### src/rtl/clk_mon_pkg.sv
// Shared types and helpers for the clock-ratio monitor.
//   mon_state_t : measurement state machine encoding
//   MATCH_W     : width of the consecutive-match counter (LOCK_COUNT <= 15)
//   cnt_width() : counter width able to hold 0..max_period
package clk_mon_pkg;

  typedef enum logic {
    IDLE    = 1'b0,
    MEASURE = 1'b1
  } mon_state_t;

  localparam int unsigned MATCH_W = 4;

  function automatic int unsigned cnt_width(input int unsigned max_period);
    return $clog2(max_period + 1);
  endfunction

endpackage

### src/rtl/sync_edge_det.sv
// Two-flop synchronizer with a delay flop for rising-edge detection.
//   clkin  : sampling clock
//   rst    : asynchronous active-low reset
//   sig_in : asynchronous input
//   lvl    : synchronized level (second synchronizer flop)
//   rise   : one-cycle pulse on a synchronized rising edge
module sync_edge_det (
  input  logic clkin,
  input  logic rst,
  input  logic sig_in,
  output logic lvl,
  output logic rise
);

  logic s1_q;
  logic s2_q;
  logic s3_q;

  // s1/s2 resolve metastability; s3 is the previous synchronized level
  always_ff @(posedge clkin or negedge rst) begin
    if (!rst) begin
      s1_q <= 1'b0;
      s2_q <= 1'b0;
      s3_q <= 1'b0;
    end else begin
      s1_q <= sig_in;
      s2_q <= s1_q;
      s3_q <= s2_q;
    end
  end

  assign lvl  = s2_q;
  assign rise = s2_q & ~s3_q;

endmodule

### src/rtl/clk_ratio_monitor.sv
// Measures period and high time of a divided clock in reference-clock cycles,
// declares lock after LOCK_COUNT consecutive periods equal to EXPECT_PERIOD,
// and flags mismatching periods and loss of clock.
//   clkin      : reference clock
//   rst        : asynchronous active-low reset
//   sig_in     : monitored clock (asynchronous)
//   period_out : last measured period
//   high_out   : last measured high time
//   meas_valid : pulse when period_out/high_out update
//   lock       : period stable at EXPECT_PERIOD
//   mismatch   : pulse when a measured period differs from EXPECT_PERIOD
//   timeout    : pulse when no rising edge was seen for MAX_PERIOD cycles
module clk_ratio_monitor
  import clk_mon_pkg::*;
#(
  parameter  int unsigned EXPECT_PERIOD = 9,
  parameter  int unsigned LOCK_COUNT    = 4,
  parameter  int unsigned MAX_PERIOD    = 255,
  localparam int unsigned CNT_W         = cnt_width(MAX_PERIOD)
) (
  input  logic             clkin,
  input  logic             rst,
  input  logic             sig_in,
  output logic [CNT_W-1:0] period_out,
  output logic [CNT_W-1:0] high_out,
  output logic             meas_valid,
  output logic             lock,
  output logic             mismatch,
  output logic             timeout
);

  localparam logic [CNT_W-1:0]   MAX_CNT  = CNT_W'(MAX_PERIOD);
  localparam logic [CNT_W-1:0]   EXP_CNT  = CNT_W'(EXPECT_PERIOD);
  localparam logic [CNT_W-1:0]   ONE_CNT  = CNT_W'(1);
  localparam logic [MATCH_W-1:0] LOCK_CNT = MATCH_W'(LOCK_COUNT);

  logic lvl;
  logic rise;

  mon_state_t           state_q,      state_d;
  logic [CNT_W-1:0]     cnt_q,        cnt_d;
  logic [CNT_W-1:0]     hcnt_q,       hcnt_d;
  logic [MATCH_W-1:0]   match_q,      match_d;
  logic [MATCH_W-1:0]   match_inc;
  logic [CNT_W-1:0]     period_q,     period_d;
  logic [CNT_W-1:0]     high_q,       high_d;
  logic                 meas_valid_q, meas_valid_d;
  logic                 lock_q,       lock_d;
  logic                 mismatch_q,   mismatch_d;
  logic                 timeout_q,    timeout_d;

  sync_edge_det u_sync (
    .clkin  (clkin),
    .rst    (rst),
    .sig_in (sig_in),
    .lvl    (lvl),
    .rise   (rise)
  );

  function automatic logic [CNT_W-1:0] sat_inc(input logic [CNT_W-1:0] v);
    return (v == MAX_CNT) ? v : v + ONE_CNT;
  endfunction

  // Match counter saturates so lock holds through an arbitrarily long run
  assign match_inc = (match_q == LOCK_CNT) ? match_q : match_q + MATCH_W'(1);

  // Next-state and next-output logic
  always_comb begin
    state_d      = state_q;
    cnt_d        = cnt_q;
    hcnt_d       = hcnt_q;
    match_d      = match_q;
    period_d     = period_q;
    high_d       = high_q;
    lock_d       = lock_q;
    meas_valid_d = 1'b0;
    mismatch_d   = 1'b0;
    timeout_d    = 1'b0;

    case (state_q)
      IDLE: begin
        cnt_d  = '0;
        hcnt_d = '0;
        // First edge only starts the count; the preceding period is partial
        if (rise) begin
          cnt_d   = ONE_CNT;
          hcnt_d  = ONE_CNT;
          state_d = MEASURE;
        end
      end

      MEASURE: begin
        // A rise takes priority over a coincident timeout
        if (rise) begin
          period_d     = cnt_q;
          high_d       = hcnt_q;
          meas_valid_d = 1'b1;
          cnt_d        = ONE_CNT;
          hcnt_d       = ONE_CNT;
          if (cnt_q == EXP_CNT) begin
            match_d = match_inc;
            lock_d  = (match_inc == LOCK_CNT);
          end else begin
            match_d    = '0;
            mismatch_d = 1'b1;
            lock_d     = 1'b0;
          end
        end else if (cnt_q == MAX_CNT) begin
          timeout_d = 1'b1;
          lock_d    = 1'b0;
          match_d   = '0;
          cnt_d     = '0;
          hcnt_d    = '0;
          state_d   = IDLE;
        end else begin
          cnt_d = sat_inc(cnt_q);
          if (lvl) begin
            hcnt_d = sat_inc(hcnt_q);
          end
        end
      end

      default: begin
        state_d = IDLE;
      end
    endcase
  end

  // State, counters and registered outputs
  always_ff @(posedge clkin or negedge rst) begin
    if (!rst) begin
      state_q      <= IDLE;
      cnt_q        <= '0;
      hcnt_q       <= '0;
      match_q      <= '0;
      period_q     <= '0;
      high_q       <= '0;
      meas_valid_q <= 1'b0;
      lock_q       <= 1'b0;
      mismatch_q   <= 1'b0;
      timeout_q    <= 1'b0;
    end else begin
      state_q      <= state_d;
      cnt_q        <= cnt_d;
      hcnt_q       <= hcnt_d;
      match_q      <= match_d;
      period_q     <= period_d;
      high_q       <= high_d;
      meas_valid_q <= meas_valid_d;
      lock_q       <= lock_d;
      mismatch_q   <= mismatch_d;
      timeout_q    <= timeout_d;
    end
  end

  assign period_out = period_q;
  assign high_out   = high_q;
  assign meas_valid = meas_valid_q;
  assign lock       = lock_q;
  assign mismatch   = mismatch_q;
  assign timeout    = timeout_q;

endmodule

### config.mk
export PLATFORM = sky130hd
export DESIGN_NAME = clk_ratio_monitor
export DESIGN_NICKNAME = d
export VERILOG_FILES = /design/src/rtl/clk_mon_pkg.sv /design/src/rtl/sync_edge_det.sv /design/src/rtl/clk_ratio_monitor.sv
export SDC_FILE = /design/constraint.sdc
export NUM_CORES = 1
export LEC_CHECK = 0
export CORE_MARGIN = 1
export CORE_UTILIZATION = 30
export DETAILED_ROUTE_END_ITERATION = 6
export PLACE_DENSITY = 0.51
export SLEW_MARGIN = 20
export SYNTH_ARGS = -nofsm -noshare
export SYNTH_HDL_FRONTEND = slang
export SYNTH_SLANG_ARGS = --single-unit
export TNS_END_PERCENT = 20
### constraint.sdc
create_clock -name clkin -period 1.8 [get_ports clkin]
set_input_delay 0.27 -clock clkin [delete_from_list [all_inputs] [get_ports clkin]]
set_output_delay 0.27 -clock clkin [all_outputs]
set_load 0.1 [all_outputs]
# ---- Word level (Yosys, flattened, before mapping)
# Index checks and enable logic that the tools add are counted.
dict set report op_classes {
  addsub 3
  bitwise 3
  n_mux 27
  n_eq_ne 7
  n_reduce_logical 4
}
# operator n
set op_table {}
lappend op_table {{8-bit two-way mux} 6}
lappend op_table {{8-bit case mux with 2 select lines} 2}
lappend op_table {{8-bit by 1-bit adder with 8-bit output, second input constant} 2}
lappend op_table {{8-bit equality test, second input constant} 2}
lappend op_table {{4-bit two-way mux} 4}
lappend op_table {{1-bit two-way mux} 14}
lappend op_table {{4-bit by 3-bit equality test with 1-bit output, second input constant} 2}
lappend op_table {{8-bit by 4-bit equality test with 1-bit output, second input constant} 1}
lappend op_table {{2-bit AND reduction} 3}
lappend op_table {{4-bit by 1-bit adder with 4-bit output, second input constant} 1}
lappend op_table {{4-bit by 2-bit != test with 1-bit output, second input constant} 1}
lappend op_table {{4-bit != test, second input constant} 1}
lappend op_table {{1-bit NOT} 2}
lappend op_table {{1-bit case mux with 2 select lines} 1}
lappend op_table {{2-bit nonzero test} 1}
lappend op_table {{1-bit AND} 1}
dict set report word_totals {
  regBits 44
  output_inout_bits 20
}

# ---- Longest topological paths before layout
# Gate-level depths: netlist of run 1.
dict set report depth {
  word_depth 6
  mapped_depth 6
}

# ---- Cells and area by module
# A second synthesis of run 1 with hierarchy kept.
dict set report unflattened {
  cells_unflattened 167
  area_unflattened_um2 1991.9
}
# module n_inst cells_per_inst area_each_um2 seq_area_each_um2
set modules_own_cells {}
lappend modules_own_cells {clk_ratio_monitor 1 163 1903.1 1026.0}
lappend modules_own_cells {sync_edge_det 1 4 88.8 75.1}

# ---- Worst setup path before layout of run 1
# No wires, ideal clock.
dict set report synth_path {
  path_kind {reg-to-reg}
  from {register cnt_q[1]}
  to {register lock_q (netlist: lock)}
  period_less_slack_ns 1.434
  t_arrival_ns 1.365
  t_required_ns 1.731
  n_path_buf 0
  path_stages_with_launch 7
  slack_ns 0.366
  setup_time_ns 0.069
  cell_sequence {dfrtp_1 > inv_1 > ha_1 > nor4b_2 > nand4_1 > nor3_1 > a22o_1}
}
dict set report synth_via {
  elab_chain_len 3
}
# element line_no
set synth_rtl {}
lappend synth_rtl {{from (decl)} clk_ratio_monitor.sv:41} ;# logic [CNT_W-1:0] cnt_q, cnt_d;
lappend synth_rtl {{from (signal assigned)} clk_ratio_monitor.sv:144} ;# cnt_q <= cnt_d;
lappend synth_rtl {{8-bit by 4-bit equality test with 1-bit output / 8-bit equality test (equally long branches)} {clk_ratio_monitor.sv:100, clk_ratio_monitor.sv:108}}
lappend synth_rtl {{1-bit two-way mux / 2-bit nonzero test (equally long branches)} -}
lappend synth_rtl {{1-bit two-way mux / 2-bit AND reduction (equally long branches)} -}
lappend synth_rtl {{to (signal assigned)} clk_ratio_monitor.sv:150} ;# lock_q <= lock_d;
lappend synth_rtl {{to (decl)} clk_ratio_monitor.sv:48} ;# logic lock_q, lock_d;
# Several ways; a longest one is shown, not always the timed one.
# A chain may end at the register's enable or synchronous reset.

# ---- Worst setup path after layout of run 1
dict set report layout_path {
  from {register hcnt_q[0]}
  to {register hcnt_q[0]}
}
dict set report layout_via {
  elab_chain_len 6
}
# element line_no
set layout_rtl {}
lappend layout_rtl {{from (decl)} clk_ratio_monitor.sv:42} ;# logic [CNT_W-1:0] hcnt_q, hcnt_d;
lappend layout_rtl {{from (signal assigned)} clk_ratio_monitor.sv:145} ;# hcnt_q <= hcnt_d;
lappend layout_rtl {{8-bit by 1-bit adder with 8-bit output} clk_ratio_monitor.sv:61} ;# return (v == MAX_CNT) ? v : v + ONE_CNT;
lappend layout_rtl {{8-bit two-way mux} clk_ratio_monitor.sv:61}
lappend layout_rtl {{8-bit two-way mux} clk_ratio_monitor.sv:117} ;# if (lvl) begin
lappend layout_rtl {{8-bit two-way mux} clk_ratio_monitor.sv:108} ;# end else if (cnt_q == MAX_CNT) begin
lappend layout_rtl {{8-bit two-way mux} clk_ratio_monitor.sv:94} ;# if (rise) begin
lappend layout_rtl {{8-bit case mux with 2 select lines} clk_ratio_monitor.sv:80} ;# case (state_q)
# Several ways; a longest one is shown, not always the timed one. The select of a mux whose other input is x is not followed.

==> impl_results.md, run 1 <==
* Worst VDD drop at between 800 and 900 uV
* Worst Max-Slew Pin Slew at 0.4878 ns
* Area after DPL at roughly 0.0023 mm2
* Multi-input gate area in the final layout at roughly 810 um2
* First-pass GRT wire length at roughly 6500 um
* Num Clock Sinks at 44
* WL/cell at ~12 um
* HPWL after DPL at 2602 um
* ANT nets after route at 0
* Vias in the first global route at between 1k and 1.5k
* Std cell rows at 28
* # diodes at 0
* Starting DRC count in detailed routing at 103
* DIE HEIGHT at between 80 and 90 um
* Final count of hold timing violations at 0
* Arrival @ worst endpoint at 1.77 ns
* Seq cells post-synth at 44
* Max Freq at around 0.63 GHz
* Worst-path cell chain: ha_1 -> nand3_1 -> o21ai_0 -> xor2_1 -> o21ai_0
* Worst path most repeated cell: o21ai_0
* CP max stage cell: dfrtp_1
* CTS tree: built
* Total Power at about 2.9 mW
* Leading area contributor after synthesis: dfrtp_1
* Max cap viols at 0
* H-tree Lvls at 2
* IO Pins at 23
* Most common cell after layout, fill and taps aside: nand2_1
* Worst setup EP type: flop
* Gr usage total at 0.1253
* Crit path max fanout at 5
* TritonCTS Buffers at 5
* Ratio of cells with drive above 1 in the final layout at 0.1826
* Filler cells at 615
* Post-synthesis sequential area ratio at 0.5659
* Worst path required time at between 1.5 and 2 ns
* Initial antenna violation count at 0
* CTS max path bufs at 2
* Die area at a little under 0.007 mm2
* Area contributors post-synth: dfrtp_1 (57%), nand2_1 (10%), ha_1 (3.2%)
* Post-route worst setup slack at about 0.2 ns
* Final non-filler cell total at roughly 310
* Clock-pin slew on the worst setup and hold paths at approximately 0.08 ns
* Clock Latency Late Sink at 0.29 ns
* Final Setup Violations at 0
* Biggest cell delay along the critical path at 0.42 ns
* Syn Inst Count at 195
* Detailed-route via count at around 1.4k
* RSZ-0062 raised after global routing: no
* Setup_tns at 0 ns
* Leakage power at around 1.2 nW
* First-pass DRT Iterations at 4
* Final Util at 0.3949
* Width of the die at 82.53 um
* Final global-route overflow total at 0
* PwrDens at about 1200 mW/mm2
* Initial Utilization at 0.3192
* Max-slew headroom at 0.6714
* Area grow syn2layout at 23.73%
* Placed Instances at just under 300
* RePlAce Congestion at about 0.76
* Synth cell types at 32
* Worst hold slack at 0.3523 ns
* Synth warn at 0
* Mapped Nets at about 200
* Number of buffers added on ports at 22
* Final nets at about 240
* Core Footprint at about 0.006 mm2
* Clock skew at approximately 0.0049 ns
* Sequential cell area at approximately 0.0011 mm2
* Post-synth top area share at 0.5659
* Crit Path Class: flop to flop
* Setup bufs post-CTS at 0
* Slew Viols, Final at 0
* Pin count of the biggest net entering global routing at 26
* Worst slack at placement at roughly 0.16 ns
* DRC violations left at 0
* Worst path buffer plus inverter count at 0
* Top cell family by delay on the critical path: compound AO/OA/AOI/OAI gates
* CTS Root Cell: clkbuf_8
* Startpoint types: flop
* Detailed Route WL at roughly 3800 um
* Vias per inst at around 4.7
* HP Class: flop to flop
* Final instance area at approximately 0.0024 mm2
* Fin crit share at 0.8876
* Minimum clock period at about 1.6 ns
* Avg Inst Size Synth at ~10 um2
* Most frequent cells in the layout: nand2_1 (53), dfrtp_1 (43), buf_4 (24), nor2_1 (16)
* Netlist Area Pre-Place at a little under 0.002 mm2
* Status: finished, final reports clean
[flip-flops by register name (all words and copies together), names as in the netlist]
name / count
timeout: 1
u_sync.s1_q: 1
period_out: 8
match_q: 4
meas_valid: 1
mismatch: 1
u_sync.lvl: 1
cnt_q: 8
u_sync.s3_q: 1
lock: 1
state_q: 1
high_out: 8
hcnt_q: 8
[worst register-to-register path: cells and delay by family (launching register included)]
| kind | cells | cell delay, ns |
|---|---|---|
| AO/OA/AOI/OAI | 2 | 0.52 |
| flip-flops | 1 | 0.42 |
| adder cells (fa/ha/maj) | 1 | 0.24 |
| XOR/XNOR | 1 | 0.20 |
| AND/OR/NAND/NOR | 1 | 0.11 |
[final timing paths]
path,startpoint,endpoint,slack [ns],depth (start not counted)
max,hcnt_q[0],hcnt_q[0],0.20,5
min,u_sync.s1_q,u_sync.lvl,0.35,0
max reg2reg,hcnt_q[0],hcnt_q[0],0.20,5
min reg2reg,u_sync.s1_q,u_sync.lvl,0.35,0
max in group asynchronous,rst,cnt_q[0],0.82,3
min in group asynchronous,rst,high_out[6],0.47,2
[where the power goes]
part           internal [mW]  switching, mW  total (mW)
clock network          0.412          0.325       0.737
logic                  0.232          0.695       0.927
registers               1.13          0.140        1.27
total                   1.77           1.16        2.93
[kinds of logic (layout without fill, tap and decap cells)]
group | count (synthesis) | in the layout | synth area share
buffers and inverters | 11 | 46 | 0.02122
DFF | 44 | 44 | 0.5659
and+or+nand+nor | 98 | 98 | 0.2373
xor gates and xnor gates | 9 | 9 | 0.04052
AOI/OAI and AO/OA | 26 | 26 | 0.09261
adders and majority gates | 5 | 5 | 0.03215
muxes | 2 | 2 | 0.01029
[what timing repair did]
item                                    4_1_cts  5_1_grt
gates resized for setup                       0        2
hold buffers                                  1        0
hold endpoints to repair                     19        0
endpoints found under the setup margin        0        1
[final cells by class]
type                    count  area share
multi-input cells         140      0.3358
clock buffers               6     0.03015
flip-flops and latches     44      0.4579
inverters                   8     0.01247
well taps                  75     0.03898
clock inverters             2     0.01455
repair buffers             30      0.1102
[routing by layer]
layer	global-route usage	wire, um	up-vias
met5	0	0	-
met4	0.05172	49	0
met3	0.02637	166	6
met2	0.1835	1565	30
met1	0.1780	1972	678
li1	-	-	727
[Yosys cell counts]
library cell and instances:
clkbuf_1 2, inv_1 8, nand4_4 1, nand3b_1 2, a21o_1 3, nor4b_2 1, a21bo_4 1, mux2i_1 2
and4_1 1, or3_1 4, a2111oi_2 1, o211ai_1 1, buf_1 1, a31oi_1 2, nand3_1 8, and3_1 3
xnor2_1 2, and4_4 1, a22o_1 2, nand4_1 4, a21oi_1 5, ha_1 5, nor3_1 2, o21ai_0 8
nand2_1 53, o31a_1 1, nand2b_1 2, o31ai_1 1, a211oi_1 1, dfrtp_1 44, nor2_1 16, xor2_1 7
Note: power is estimated with default switching activity, not from simulation.
==> run 2, diff against run 1 <==
--- a/config.mk
+++ b/config.mk
@@ -7,6 +7,7 @@
 export LEC_CHECK = 0
 export CORE_MARGIN = 1
 export CORE_UTILIZATION = 30
+export CTS_CLUSTER_SIZE = 8
 export DETAILED_ROUTE_END_ITERATION = 6
 export PLACE_DENSITY = 0.51
 export SLEW_MARGIN = 20
==> results of run 2 <==
No change in the layout: final DEF, timing and power equal those of run 1.
==> run 3, diff against run 2 <==
--- a/config.mk
+++ b/config.mk
@@ -5,6 +5,7 @@
 export SDC_FILE = /design/constraint.sdc
 export NUM_CORES = 1
 export LEC_CHECK = 0
+export CORE_ASPECT_RATIO = 0.7
 export CORE_MARGIN = 1
 export CORE_UTILIZATION = 30
 export CTS_CLUSTER_SIZE = 8
==> impl_results.md, run 3 (same netlist as run 1, synthesis figures left out) <==
* Setup crit start: hcnt_q[0]
* Core Footprint at 0.006246 mm2 (+2.5%)
* Final nets at 238 (+0.42%)
* Failing checks: DRC
* CTS max path bufs at 2 (unchanged)
* Top cell family by delay on the critical path: compound AO/OA/AOI/OAI gates
* R2r setup slk at 0.16 ns (-0.04 ns)
* Arrival @ worst endpoint at 1.82 ns (+0.05 ns)
* RePlAce Congestion at 0.7399 (-2.7%)
* Pin count of the biggest net entering global routing at 45 (+73%)
* Final non-filler cell total at 309 (+1.3%)
* TritonCTS Buffers at 5 (unchanged)
* Status: complete, but fails checks
* IO Pins at 23 (unchanged)
* Vias per inst at 4.686 (-0.82%)
* Critical Path Stages at 5 (unchanged)
* Initial Utilization at 0.3115 (-0.007672)
* Die area at 0.006817 mm2 (about the same)
* CTS tree: built
* Crit path max fanout at 5 (unchanged)
* Width of the die at 98.26 um (+19%)
* H-tree Lvls at 2 (unchanged)
* Final Setup Violations at 0 (unchanged)
* DRC violations left at 7 (+7)
* Initial antenna violation count at 0 (unchanged)
* Worst path buffer plus inverter count at 0 (unchanged)
* DIE HEIGHT at 69.38 um (-16%)
* Most frequent cells in the layout: nand2_1 (53), dfrtp_1 (44), buf_4 (26), nor2_1 (16)
* Fin crit share at 0.9095 (+0.02194)
* Placed Instances at 300 (+1.4%)
* CP endpoint: hcnt_q[1]
* First-pass DRT Iterations at 6 (+2)
* Crit Reg-Reg Endpoint: hcnt_q[1]
* Setup bufs post-CTS at 0 (unchanged)
* HP Class: flop to flop
* Most common cell after layout, fill and taps aside: nand2_1
* WL/cell at 13.35 um (+8.5%)
* Gr usage total at 0.1330 (+0.007689)
* Clock Latency Late Sink at 0.30 ns (about the same)
* CTS Root Cell: clkbuf_8
* Clock-pin slew on the worst setup and hold paths at 0.08 ns (about the same)
* Final global-route overflow total at 0 (unchanged)
* Area grow syn2layout at 22.83%
* CP max stage cell: o21ai_0
* Worst path required time at 1.98 ns (about the same)
* Detailed Route WL at 4126 um (+9.9%)
* Crit Path Class: flop to flop
* Total Power at 2.871 mW (-2.0%)
* Final count of hold timing violations at 0 (unchanged)
* Num Clock Sinks at 44 (unchanged)
* # diodes at 0 (unchanged)
* Worst-path cell chain: ha_1 -> nand3_1 -> o21ai_0 -> mux2i_1 -> nor2_1
* Vias in the first global route at 1355 (-0.44%)
* ANT nets after route at 0 (unchanged)
* Worst VDD drop at 425.5 uV (-48%)
* Worst Max-Slew Pin Slew at 0.5181 ns (+0.03033 ns)
* Max cap viols at 0 (unchanged)
* Max Freq at 0.6108 GHz (-2.4%)
* PwrDens at 1201 mW/mm2 (-1.3%)
* RSZ-0062 raised after global routing: no
* Number of buffers added on ports at 22 (unchanged)
* Max-slew headroom at 0.6509 (-0.02043)
* R2R depth at 5 (unchanged)
* RR Startpoint: hcnt_q[0]
* Detailed-route via count at 1448 (+0.49%)
* Biggest cell delay along the critical path at 0.45 ns (+0.03 ns)
* Setup_tns at 0 ns (unchanged)
* Minimum clock period at 1.637 ns (+0.03949 ns)
* Clock skew at 0.01118 ns (+0.006292 ns)
* Starting DRC count in detailed routing at 93 (-9.7%)
* Slew Viols, Final at 0 (unchanged)
* Std cell rows at 24 (-14%)
* Worst setup EP type: flop
* Startpoint types: flop
* HPWL after DPL at 2817 um (+8.3%)
* Leakage power at 1.207 nW (about the same)
* First-pass GRT wire length at 7017 um (+8.8%)
* Ratio of cells with drive above 1 in the final layout at 0.1861 (+0.003538)
## run 3: cell type report
| type | count | area (um2) |
|---|---|---|
| clock buffer | 6 | 82.58 |
| fill | 664 | 3856 |
| tap | 78 | 97.59 |
| timing repair buffer | 31 | 260.3 |
| sequential | 44 | 1101 |
| multi-input combinational | 140 | 808.3 |
| inverter | 8 | 30.03 |
| clock inverter | 2 | 10.01 |
## run 3: worst register-to-register path: cells and delay by family (launching register included)
family,cells,cell delay [ns]
AO/OA/AOI/OAI,1,0.45
flip-flops,1,0.43
adder cells (fa/ha/maj),1,0.25
multiplexers,1,0.25
AND/OR/NAND/NOR,2,0.16
## run 3: worst min path at each step
stage / start / slack, ns / depth (start not counted) / end
3_5_place_dp: rst / 0.27 / 2 / high_out[6]
4_1_cts: u_sync.s1_q / 0.36 / 0 / u_sync.lvl
2_1_floorplan: rst / -0.03 / 0 / cnt_q[0]
5_1_grt: u_sync.s1_q / 0.38 / 0 / u_sync.lvl
3_3_place_gp: rst / 0.27 / 2 / high_out[6]
6_report: u_sync.s1_q / 0.35 / 0 / u_sync.lvl
## run 3: what timing repair did
item | in CTS | in global routing
endpoints found under the setup margin | 0 | 1
gates resized for setup | 0 | 1
hold endpoints to repair | 44 | 0
hold buffers | 1 | 0
## run 3: power by group
group          internal, mW  switching [mW]
clock network         0.307           0.338
logic                 0.242           0.711
registers              1.12           0.149
total                  1.67            1.20
## run 3: routing by layer
| metal | vias to the layer above | routed length [um] | GRT usage | part of all wire |
|---|---|---|---|---|
| met4 | 0 | 41 | 0.04478 | 0.0099 |
| met1 | 685 | 2394 | 0.2170 | 0.58 |
| met5 | - | 0 | 0 | 0 |
| li1 | 729 | - | - | - |
| met3 | 5 | 195 | 0.03629 | 0.047 |
| met2 | 29 | 1494 | 0.1620 | 0.36 |
## run 3: per-stage QoR
step | utilization | setup WS [ns] | area (um2) | hold slack [ns]
2_1_floorplan | - | 0.3656 | 1946 | -0.02559
3_3_place_gp | 0.3654 | 0.2309 | 2282 | 0.2698
3_5_place_dp | 0.3654 | 0.1633 | 2282 | 0.2698
4_1_cts | 0.3818 | 0.1542 | 2385 | 0.3562
5_1_grt | 0.3826 | 0.04237 | 2390 | 0.3841
6_report | 0.3826 | 0.1629 | 2390 | 0.3524
==> RTL change, RTL diff (config.mk and constraints of run 3) <==
Put one more register stage on the output `high_out`, without a reset. The value now appears one clock later. The other outputs are not delayed to match.
--- a/src/rtl/clk_ratio_monitor.sv
+++ b/src/rtl/clk_ratio_monitor.sv
@@ -155,5 +155,7 @@
 
   assign period_out = period_q;
-  assign high_out   = high_q;
+  always_ff @(posedge clkin) begin
+    high_out <= high_q;
+  end
   assign meas_valid = meas_valid_q;
   assign lock       = lock_q;
Check against the original RTL: not equivalent (a bounded check fails within 10 cycles, from zero or initial values and one cycle with rst low).
==> RTL change against run 3 <==
  * Worst setup slack lost 0.025 ns
  * Critical endpoint is now match_q[1]$_DFFE_PN0P_
  * Global-route usage is 1.9 points lower
  * Combinational power rose by 13%
  * Via count decreased by 10%
  * Area after synthesis increased by 8.9%
  * Die area up 8.6%
  * Worst hold slack worse by 0.32 ns
  * Power grew 17%
  * Routed wire length shrank 11%
  * Cell count down 3.6%
  * Design area is 7.4% higher
  * Sequential cell count up 8
==> RTL change: results (changes against run 3) <==
metric,value,unit,change
outcome,"complete, no violations",,"was complete, but fails checks"
Non-CTS inverters,6,,was 8
reg-to-reg setup timing slack,0.14,ns,was 0.16 ns
"Distinct cells, synth",36,,was 32
Placed Instances,290,,was 300
Seq area share,49.1,%,was 46.1%
Synth Area in XOR/XNOR,5.38,%,was 4.05%
tap cell count,94,,was 78
CTS Buf Count,5,,unchanged
final-layout fill cell count,673,,was 664
global-route wire length before repair,6.40,mm,was 7.02 mm
"Seq/Total Area, Yosys",59.5,%,was 56.6%
largest cells by area after synthesis,"dfrtp_1, mux2_2, dfxtp_1",,"was dfrtp_1, nand2_1, ha_1"
syn_nets,177,,was 203
HP Class,in2async,,was reg2reg
clk_skew,0.0100,ns,was 0.0112 ns
GP Congestion,0.779,,was 0.740
Synth Register Bits,52,,was 44
"IR drop worst, VDD",943,uV,was 425 uV
worst rel slew slack,62.8,%,was 65.1%
NumNets Final,211,,was 238
vias per inst,4.37,,was 4.69
dpl ws,0.139,ns,was 0.163 ns
ANT nets after route,0,,unchanged
Reg2Reg Capture Point,match_q[1]$_DFFE_PN0P_,,was hcnt_q[1]$_DFFE_PN0P_
Register-to-Register Path Depth,5,,unchanged
fraction of synthesized area in multiplexers,8.98,%,was 1.03%
Hold Worst Slack,0.0297,ns,was 0.352 ns
fraction of area in multi-input gates,31.5,%,was 33.8%
vias in the first global route,1265,,was 1355
clock transition at the registers of the reported paths,0.10,ns,was 0.08 ns
DP HPWL,2.57,mm,was 2.82 mm
post-CTS setup buffer count,0,,unchanged
first-pass iteration count of the detailed router,4,,was 6
drt wl/cell,12.3,um,was 13.4 um
Clock-cell share,4.34,%,was 3.87%
"Async S/R FF share, synth",84.6,%,was 100%
Lkg Pwr,1.26,nW,was 1.21 nW
PwrDens,1310,nW/um^2,was 1200 nW/um^2
Max Fanout on Critical Path,6,,was 5
overall global routing resource usage,11.4,%,was 13.3%
comb_multi_in,107,,was 140
Yosys Warn Count,0,,unchanged
Post-synth top cells,"dfrtp_1, nor2_1, mux2_2",,"was nand2_1, dfrtp_1, nor2_1"
FF-to-FF Start,cnt_q[0]$_DFF_PN0_,,was hcnt_q[0]$_DFFE_PN0P_
PostCTS Resize Cnt,0,,unchanged
Area after DPL,2450,um^2,was 2280 um^2
post-synthesis compound-gate area fraction,6.50,%,was 9.26%
Post-Syn Instances,169,,was 195
Non-Filler Instances,298,,was 309
initial drt markers,94,,was 93
layout cells sized above 1,28.4,%,was 18.6%
Synth Area in Adders,2.95,%,was 3.22%
buffering overhead,9.56,%,was 10.9%
RTL change: cell types whose count changed after synthesis, sizes merged, moves of 3 or more:
| cell | delta |
|---|---|
| and2 | +3 |
| o21ai | -3 |
| mux2 | +16 |
| nand3 | -3 |
| dfxtp | +8 |
| nand2 | -46 |
| xor2 | +5 |
RTL change: worst max-delay path by stage:
stage,startpoint,to,slack [ns],cells past startpoint
floorplan,cnt_q[0]$_DFF_PN0_,lock$_DFFE_PN0P_,0.30,5
global placement,cnt_q[0]$_DFF_PN0_,match_q[1]$_DFFE_PN0P_,0.21,5
detailed placement,cnt_q[0]$_DFF_PN0_,match_q[1]$_DFFE_PN0P_,0.14,5
CTS,cnt_q[0]$_DFF_PN0_,match_q[1]$_DFFE_PN0P_,0.14,5
global route,cnt_q[0]$_DFF_PN0_,lock$_DFFE_PN0P_,0.03,5
finish,cnt_q[0]$_DFF_PN0_,match_q[1]$_DFFE_PN0P_,0.14,5
RTL change: power breakdown:
group          leakage (nW)  switching [mW]  internal [mW]  total, mW
sequential            0.643           0.143           1.35       1.50
combinational         0.562           0.799          0.283       1.08
clock                0.0541           0.375          0.412      0.786
RTL change: cell families after synthesis:
logic type               Yosys count
buffers and inverters             10
AO/OA/AOI/OAI                     20
XOR/XNOR                          13
flip-flops                        52
adder cells (fa/ha/maj)            5
AND/OR/NAND/NOR                   52
multiplexers                      17
RTL change: worst max-delay path, stage by stage, from the launching register on:
cell and delay [ns]:
dfrtp_1 0.44, ha_1 0.25, and4_4 0.25, nand4_4 0.13, a21o_1 0.26, a22o_1 0.24
RTL change: routing by layer:
metal	GRT usage [%]	vias up	wire [um]
met5	0	-	0
met4	3.33	0	12
met3	3.66	2	166
met2	14.2	21	1420
met1	18.1	623	2080
li1	-	657	-
